<file path="src/rtl/jtag_tap_controller.sv">
// JTAG TAP controller: IEEE 1149.1 TAP state machine, instruction register,
// BYPASS and IDCODE data registers, and boundary-scan control strobes.
module jtag_tap_controller #(
    parameter int unsigned IR_WIDTH = 4,
    parameter logic [31:0] IDCODE   = 32'h1000_0001
) (
    input  logic TCK,
    input  logic TRST_n,
    input  logic TMS,
    input  logic TDI,
    input  logic bsr_tdo,
    output logic ShiftDR,
    output logic ClockDR,
    output logic UpdateDR,
    output logic Mode,
    output logic TDO,
    output logic TDO_en
);

    typedef enum logic [3:0] {
        StTlr, StRti, StSelDr, StCapDr, StShDr, StEx1Dr, StPaDr, StEx2Dr, StUpdDr,
        StSelIr, StCapIr, StShIr, StEx1Ir, StPaIr, StEx2Ir, StUpdIr
    } tap_state_e;

    localparam logic [IR_WIDTH-1:0] IrCapture   = IR_WIDTH'(4'b0101);
    localparam logic [IR_WIDTH-1:0] InstrExtest = IR_WIDTH'(4'b0000);
    localparam logic [IR_WIDTH-1:0] InstrSample = IR_WIDTH'(4'b0010);
    localparam logic [IR_WIDTH-1:0] InstrIdcode = IR_WIDTH'(4'b0001);

    tap_state_e          state_q;
    logic [IR_WIDTH-1:0] ir_shift_q;
    logic [IR_WIDTH-1:0] ir_q;
    logic                bypass_q;
    logic [31:0]         id_q;
    logic                clkdr_en_q;
    logic                sel_bsr;
    logic                sel_id;
    logic                dr_clk_window;
    logic                tdo_d;
    logic                tdo_en_d;

    // TAP state machine, advanced by TMS on the rising edge of TCK
    always_ff @(posedge TCK or negedge TRST_n) begin
        if (!TRST_n) begin
            state_q <= StTlr;
        end else begin
            case (state_q)
                StTlr:   state_q <= TMS ? StTlr   : StRti;
                StRti:   state_q <= TMS ? StSelDr : StRti;
                StSelDr: state_q <= TMS ? StSelIr : StCapDr;
                StCapDr: state_q <= TMS ? StEx1Dr : StShDr;
                StShDr:  state_q <= TMS ? StEx1Dr : StShDr;
                StEx1Dr: state_q <= TMS ? StUpdDr : StPaDr;
                StPaDr:  state_q <= TMS ? StEx2Dr : StPaDr;
                StEx2Dr: state_q <= TMS ? StUpdDr : StShDr;
                StUpdDr: state_q <= TMS ? StSelDr : StRti;
                StSelIr: state_q <= TMS ? StTlr   : StCapIr;
                StCapIr: state_q <= TMS ? StEx1Ir : StShIr;
                StShIr:  state_q <= TMS ? StEx1Ir : StShIr;
                StEx1Ir: state_q <= TMS ? StUpdIr : StPaIr;
                StPaIr:  state_q <= TMS ? StEx2Ir : StPaIr;
                StEx2Ir: state_q <= TMS ? StUpdIr : StShIr;
                StUpdIr: state_q <= TMS ? StSelDr : StRti;
                default: state_q <= StTlr;
            endcase
        end
    end

    // Instruction shift register: capture 0101, then shift LSB-first from TDI
    always_ff @(posedge TCK or negedge TRST_n) begin
        if (!TRST_n) begin
            ir_shift_q <= IrCapture;
        end else if (state_q == StTlr || state_q == StCapIr) begin
            ir_shift_q <= IrCapture;
        end else if (state_q == StShIr) begin
            ir_shift_q <= {TDI, ir_shift_q[IR_WIDTH-1:1]};
        end
    end

    // Active instruction, updated while TCK is low so decode never changes mid-DR-scan
    always_ff @(negedge TCK or negedge TRST_n) begin
        if (!TRST_n) begin
            ir_q <= InstrIdcode;
        end else if (state_q == StTlr) begin
            ir_q <= InstrIdcode;
        end else if (state_q == StUpdIr) begin
            ir_q <= ir_shift_q;
        end
    end

    // Instruction decode; unrecognised codes fall through to BYPASS
    always_comb begin
        sel_bsr       = (ir_q == InstrExtest) || (ir_q == InstrSample);
        sel_id        = (ir_q == InstrIdcode);
        dr_clk_window = sel_bsr && ((state_q == StCapDr) || (state_q == StShDr));
    end

    // BYPASS and IDCODE registers: capture, then shift the selected one toward TDO
    always_ff @(posedge TCK or negedge TRST_n) begin
        if (!TRST_n) begin
            bypass_q <= 1'b0;
            id_q     <= IDCODE;
        end else if (state_q == StCapDr) begin
            bypass_q <= 1'b0;
            id_q     <= IDCODE;
        end else if (state_q == StShDr) begin
            if (sel_id) begin
                id_q <= {TDI, id_q[31:1]};
            end else if (!sel_bsr) begin
                bypass_q <= TDI;
            end
        end
    end

    // Serial output selection for the current state
    always_comb begin
        tdo_d    = 1'b0;
        tdo_en_d = 1'b0;
        if (state_q == StShIr) begin
            tdo_en_d = 1'b1;
            tdo_d    = ir_shift_q[0];
        end else if (state_q == StShDr) begin
            tdo_en_d = 1'b1;
            if (sel_bsr) begin
                tdo_d = bsr_tdo;
            end else if (sel_id) begin
                tdo_d = id_q[0];
            end else begin
                tdo_d = bypass_q;
            end
        end
    end

    // TDO and its enable change on the falling edge, half a cycle before the next sample
    always_ff @(negedge TCK or negedge TRST_n) begin
        if (!TRST_n) begin
            TDO    <= 1'b0;
            TDO_en <= 1'b0;
        end else begin
            TDO    <= tdo_d;
            TDO_en <= tdo_en_d;
        end
    end

    // ClockDR gate enable, changed only while TCK is low
    always_ff @(negedge TCK or negedge TRST_n) begin
        if (!TRST_n) begin
            clkdr_en_q <= 1'b0;
        end else begin
            clkdr_en_q <= dr_clk_window;
        end
    end

    // The window term keeps ClockDR high when the enable drops on the same falling edge
    assign ClockDR  = TCK | ~(clkdr_en_q & dr_clk_window);
    assign UpdateDR = ~TCK & (state_q == StUpdDr) & sel_bsr;
    assign ShiftDR  = (state_q == StShDr) && sel_bsr;
    assign Mode     = (ir_q == InstrExtest);

endmodule

</file>
<file path="config.mk">
export PLATFORM = sky130hd
export DESIGN_NAME = jtag_tap_controller
export DESIGN_NICKNAME = d
export VERILOG_FILES = /design/src/rtl/jtag_tap_controller.sv
export SDC_FILE = /design/constraint.sdc
export NUM_CORES = 1
export LEC_CHECK = 0
export CAP_MARGIN = 5
export CORE_MARGIN = 2
export CORE_UTILIZATION = 59
export CTS_CLUSTER_SIZE = 20
export DETAILED_ROUTE_END_ITERATION = 10
export PLACE_DENSITY = 0.78
export REMOVE_ABC_BUFFERS = 1
export SLEW_MARGIN = 10
export SYNTH_ARGS = -nofsm -noshare
export SYNTH_HDL_FRONTEND = slang
export SYNTH_SLANG_ARGS = --single-unit
</file>
<file path="constraint.sdc">
create_clock -name TCK -period 2.07 [get_ports TCK]
set_input_delay 0.414 -clock TCK [delete_from_list [all_inputs] [get_ports TCK]]
set_output_delay 0.414 -clock TCK [all_outputs]
set_load 0.02 [all_outputs]
</file>
# Word level (Yosys, flattened, before mapping)
# Index checks and enable logic that the tools add are counted.
[totals] input_bits=5 regBits=48 wordCells=79
[classes] eq_ne=19 muxes=30 n_reduce_logical=16 n_bitwise=6
[op_table] op="$mux W32" count=3
[op_table] op="$pmux W4 S12" count=1
[op_table] op="$eq A4 B4 Y1 const B" count=8
[op_table] op="$mux W4" count=8
[op_table] op="$eq A4 B3 Y1 const B" count=4
[op_table] op="$mux W1" count=13
[op_table] op="$eq A4 B2 Y1 const B" count=3
[op_table] op="$eq A4 B1 Y1 const B" count=2
[op_table] op="$logic_not A4 Y1" count=2
[op_table] op="$reduce_bool A2 Y1" count=4
[op_table] op="$mux W2" count=3
[op_table] op="$mux W3" count=2
[op_table] op="$ne A2 B1 Y1 const B" count=2
[op_table] op="$reduce_or A2 Y1" count=2
[op_table] op="$and A1 B1 Y1" count=3
[op_table] op="$logic_or A1 B1 Y1" count=3
[op_table] op="$reduce_and A3 Y1" count=1
[op_table] op="$reduce_or A3 Y1" count=1
[op_table] op="$logic_and A1 B1 Y1" count=2
[op_table] op="$not A1 Y1" count=2
[op_table] op="$reduce_and A2 Y1" count=1
[op_table] op="$or A1 B1 Y1" count=1

# Logic depth before layout (Yosys ltp)
# Gate-level depths: netlist (run 1).
[logic_depth] depth_word=6 ltp_mapped=6 depth_no_buf=3

==> results.yml, run 1 <==
run_status:
  status: "finished with violations"
  violations: "setup timing"
critical_path:
  worst-path-max-fanout: 2
  regToRegSetupSlack_ns: -0.74
  required_ns: 1.66
  endpoint_kind: "output port"
  worstPathArrival_ns: 2.92
  crit_start: "ir_q[3]"
  cp-start-kind: "flop"
  critPathCapture: "UpdateDR"
  r2r_end: "id_q[2]"
  path_class: "reg -> out"
  r2r-start: "ir_q[0]"
  r2r_cells: 4
place:
  gp_congestion: 0.802
  io_buffers: 10
  dp_hpwl_um: 3100
  dpl_worst_slack_ns: -1.06
floorplan:
  ioPinCount: 11
  num_rows: 23
  dieArea_um2: 4580
  initial_utilization: 0.606
  die_x_um: 67.6
  fp.dieH_um: 67.6
  core_area_um2: 3940
cells_and_area:
  drive_gt1_frac: 0.459
  final_util: 0.855
  nets: 308
  antenna_cells: 0
  area_delta_synth_final_pct: 41.1
timing:
  rsz0062_at_grt: "true"
  max-slew-margin-rel: 0.628
  setup_viol: 50
  tightestPinTransition_ns: 0.558
  final.setup_skew_ns: 0.0884
  slew_violations: 0
  final_hold_viol_count: 0
  setup_slack_ns: -1.26
  fin_tns_setup_ns: -28.21
logic_synthesis:
  yosysSeqAreaShare: 0.505
  yosys-top-cells-count: "a21oi_1 (38), nand3_1 (38), dfrtp_1 (37), o21ai_1 (27)"
  synth_top_area_share: 0.387
  ys_seq_elements: 48
  synth_largest_area_cell: "dfrtp_1"
  syn_area_um2: 2390
  synth_edf_count: 0
  synth_simple_gate_area_share: 0.182
  synth_xor_xnor_area_share: 0.00366
  syn_area_per_cell_um2: 9.45
  yosysUniqueCellTypes: 42
  synth_compound_area_frac: 0.235
  synth_top_family_by_area: "compound AO/OA/AOI/OAI gates"
  syn_inst: 253
  synth-async-reset-ratio: 1.00
  synthTopCellsByArea: "dfrtp_1 (39%), a21oi_1 (8.0%), nand3_1 (8.0%)"
  yosys_warnings: 0
  ys_dominant_reg_cell: "dfrtp_1"
  synthAdderAreaFrac: 0
  synthMuxAreaShare: 0.00419
power:
  leakage_nw: 1.45
  pwr-share-seq: 0.254
  power_density_nw_per_um2: 1640
  p_comb_frac: 0.547
  clkPwrFrac: 0.199
  ir_drop_mv: 0.847
  swShare: 0.441
  power.switching_mw: 2.45
  p_total_mw: 5.55
  power.internal_mw: 3.10
detailed_routing:
  drtIter0Drc: 292
  routed-via-count: 2388
  first_pass_iters: 5
  drc: 0
  drtAntennaViolNets: 0
  via_per_inst: 6.73
  wl_per_cell_um: 21.7
  routed_wl_um: 7710
grt:
  grt_start_max_net_pins: 35
  grt-ovfl-total: 0
  antenna_found_initial: 0
  grt_first_pass_wirelength_um: 10200
  grt.total_usage: 0.316
  grt_pass1_vias: 2103
min_path:
  min_path_type: "in -> async"
clocking:
  clk_pin_slew_ns: 0.10
  insertion_delay_ns: 0.50
  cts_tree: "yes"
flow_run:
  maxCapViolCount: 0
==> power groups by stage <==
stage	registers [mW]	logic [mW]	clock network, mW
finish	1.41	3.04	1.10
global route	1.43	3.21	1.15
CTS	1.35	2.57	1.10
detailed placement	1.35	2.08	0.0111
global placement	1.34	2.06	0.0111
floorplan	1.45	1.05	0.0105
==> worst max-delay path, cell delays in order, from the launching register on <==
cell      delay, ns
dfrtn_1        0.39
or3_4          0.40
nor2_4         0.15
clkbuf_8       0.14
nor4b_4        0.18
buf_4          0.18
==> per-layer routing <==
| layer | global-route usage | wire [um] | vias to the layer above |
|---|---|---|---|
| met5 | 0 | 0 | - |
| met4 | 0.186 | 357 | 0 |
| met3 | 0.108 | 582 | 41 |
| met2 | 0.468 | 3800 | 159 |
| met1 | 0.397 | 2970 | 1139 |
| li1 | - | - | 1049 |
==> per-stage QoR <==
step                      hold slack [ns]  instance area (um^2)  cells
final                               0.413                  3370    355
after CTS                           0.396                  3180    347
after detailed placement            0.304                  2670    320
after floorplan                     0.118                  2250    228
after global placement              0.303                  2670    320
after global routing                0.453                  3370    355
==> registers in the layout, indices dropped and copies added, names as in the netlist <==
signal	cells
ir_q	4
bypass_q	1
TDO_en	1
clkdr_en_q	1
id_q	32
ir_shift_q	4
state_q	4
TDO	1
==> how the worst min path moves through the flow <==
stage	from	end	slack, ns	cells past startpoint
after global placement	TRST_n	state_q[0]	0.30	1
after CTS	TRST_n	state_q[0]	0.40	2
final	TRST_n	state_q[0]	0.41	2
after detailed placement	TRST_n	state_q[1]	0.30	1
after floorplan	TRST_n	bypass_q	0.12	0
after global routing	TRST_n	state_q[0]	0.45	2
==> cell families (layout without fill, tap and decap cells) <==
logic type                Yosys count  in the layout
AOI/OAI and AO/OA                  98             98
and+or+nand+nor                    74             77
DFF                                48             48
buffers and inverters              31             80
xor gates and xnor gates            1              1
muxes                               1              1
==> cell type report <==
| type | count | area, um^2 |
|---|---|---|
| timing repair buffer | 54 | 494 |
| sequential | 48 | 1210 |
| clock inverter | 4 | 51.3 |
| tap | 50 | 62.6 |
| multi-input combinational | 177 | 1330 |
| clock buffer | 17 | 203 |
| fill | 171 | 571 |
| inverter | 5 | 18.8 |
==> timing repair <==
item	4_1_cts	5_1_grt
hold buffers	1	0
cloned	3	0
pin swaps	15	15
setup endpoints to repair	53	51
gates resized for setup	88	34
setup buffers	6	11
hold endpoints to repair	3	0
==> cell usage in the layout (no fill, tap or decap), types with 7 or more instances in the layout <==
cell	count
buf_6	16
clkbuf_8	12
buf_4	35
a21oi_1	32
dfrtp_1	35
nor2_1	7
nand3_1	37
o21ai_2	32
No activity file was read; power rests on OpenSTA's default activity.
==> run 2, diff against run 1 <==
- CORE_UTILIZATION: 59 -> 54
- PLACE_DENSITY: 0.78 -> 0.75
- SLEW_MARGIN: 10 -> 20
- clock period: 2.07 -> 2.85 ns (I/O delays scaled with it)
==> results.yml, run 2 (same netlist as run 1, synthesis figures left out) <==
place:
  gp_congestion: 0.811
  io_buffers: 10
  dp_hpwl_um: 3120
detailed_routing:
  routed_wl_um: 7100
  top_layer_used: "met4"
  drc: 0
  via_per_inst: 6.58
  met3_length_um: 464
  drtAntennaViolNets: 0
  drtIter0Drc: 258
  routed-via-count: 2224
  wl_per_cell_um: 21.0
  first_pass_iters: 4
  drt-met1-wl_um: 2790
  wl_met2_um: 3580
cells_and_area:
  layout_commonest_cell: "dfrtp_1"
  drive_gt1_frac: 0.483
  area_delta_synth_final_pct: 42.6
  layout_common_cells: "dfrtp_1 (36), o21ai_2 (24), a21oi_2 (21)"
  multiInputGateArea_um2: 1490
  largest_reg_flops: 32
  nets: 289
  antenna_cells: 0
  top_register: "id_q"
  register_area_um2: 1210
  nFillCells: 245
timing:
  fin_tns_setup_ns: -15.21
  rsz0062_at_grt: "true"
  final.setup_skew_ns: 0.0741
  final_hold_viol_count: 0
  max-slew-margin-rel: 0.652
  setup_slack_ns: -0.936
  slew_violations: 0
  tightestPinTransition_ns: 0.523
  fin_hold_ws_ns: 0.0769
  setup_viol: 41
floorplan:
  die_x_um: 70.5
  initial_utilization: 0.557
  fp.dieH_um: 70.5
  num_rows: 24
  ioPinCount: 11
  core_area_um2: 4290
  dieArea_um2: 4970
grt:
  grt_pass1_vias: 2061
  grt_start_max_net_pins: 36
  grt.total_usage: 0.254
  grt_first_pass_wirelength_um: 9720
  antenna_found_initial: 0
  grt-ovfl-total: 0
flow_run:
  maxCapViolCount: 0
critical_path:
  required_ns: 2.28
  regToRegSetupSlack_ns: -0.46
  path_class: "reg -> out"
  endpoint_kind: "output port"
  worst-path-max-fanout: 2
  r2r-start: "ir_q[0]"
  cp-start-kind: "flop"
  r2r_cells: 8
  r2r_end: "id_q[29]"
  worstPathArrival_ns: 3.22
power:
  ir_drop_mv: 0.674
  leakage_nw: 1.35
  power_density_nw_per_um2: 1200
run_status:
  status: "finished with violations"
  violations: "setup timing"
clocking:
  insertion_delay_ns: 0.48
  cts_tree: "yes"
  clk_pin_slew_ns: 0.08
min_path:
  min_path_type: "in -> async"
-- run 2: cell types whose count changed in the layout (fill, tap and decap cells not counted), sizes merged --
cell / before / now
dlygate4sd3: 1 / 0
clkinv: 2 / 0
clkbuf: 13 / 16
buf: 54 / 34
bufinv: 1 / 2
-- run 2: per-layer routing --
layer | track usage | up-vias
li1 | - | 1011
met1 | 0.327 | 1079
met2 | 0.390 | 107
met3 | 0.0765 | 27
met4 | 0.130 | 0
met5 | 0 | -
-- run 2: critical path, cell delays in order (launching register included) --
cell      delay [ns]
dfstp_2         0.36
or3_4           0.35
nor2_4          0.13
clkbuf_8        0.13
nor4b_4         0.17
buf_4           0.18
-- run 2: how the worst max path moves through the flow --
stage | from | endpoint | slack, ns | depth (start not counted)
2_1_floorplan | ir_q[0] | id_q[10] | -0.89 | 3
3_3_place_gp | ir_q[0] | UpdateDR | -0.82 | 4
3_5_place_dp | ir_q[0] | UpdateDR | -0.82 | 4
4_1_cts | ir_q[0] | UpdateDR | -0.97 | 5
5_1_grt | ir_q[0] | UpdateDR | -1.0 | 5
6_report | ir_q[0] | UpdateDR | -0.94 | 5
-- run 2: power breakdown --
group          total (mW)  switching, mW  internal, mW
Clock               0.846          0.290         0.556
Sequential           1.04          0.189         0.853
Combinational        2.20           1.32         0.884
-- run 2: metrics by stage --
stage	util	power, mW	setup slack, ns	area, um^2	std cells
floorplan	-	1.83	-0.890	2250	228
global placement	0.598	2.36	-0.821	2570	308
detailed placement	0.598	2.38	-0.824	2570	308
CTS	0.690	3.44	-0.971	2960	333
global route	0.794	4.27	-1.00	3410	338
finish	0.794	4.09	-0.936	3410	338
-- run 2: cell type report --
class                           instances  share of cell area
Tap cell                               52              0.0191
Clock buffer                           18              0.0606
Timing Repair Buffer                   35               0.106
Clock inverter                          3              0.0187
Sequential cell                        48               0.355
Inverter                                5             0.00551
Multi-Input combinational cell        177               0.436
-- run 2: timing repair --
action,CTS,global route
buffers inserted,6,3
resized for setup,61,80
pin swaps,5,34
gates cloned,3,3
hold buffers,0,0
setup endpoints to repair,42,43
hold endpoints to repair,0,0
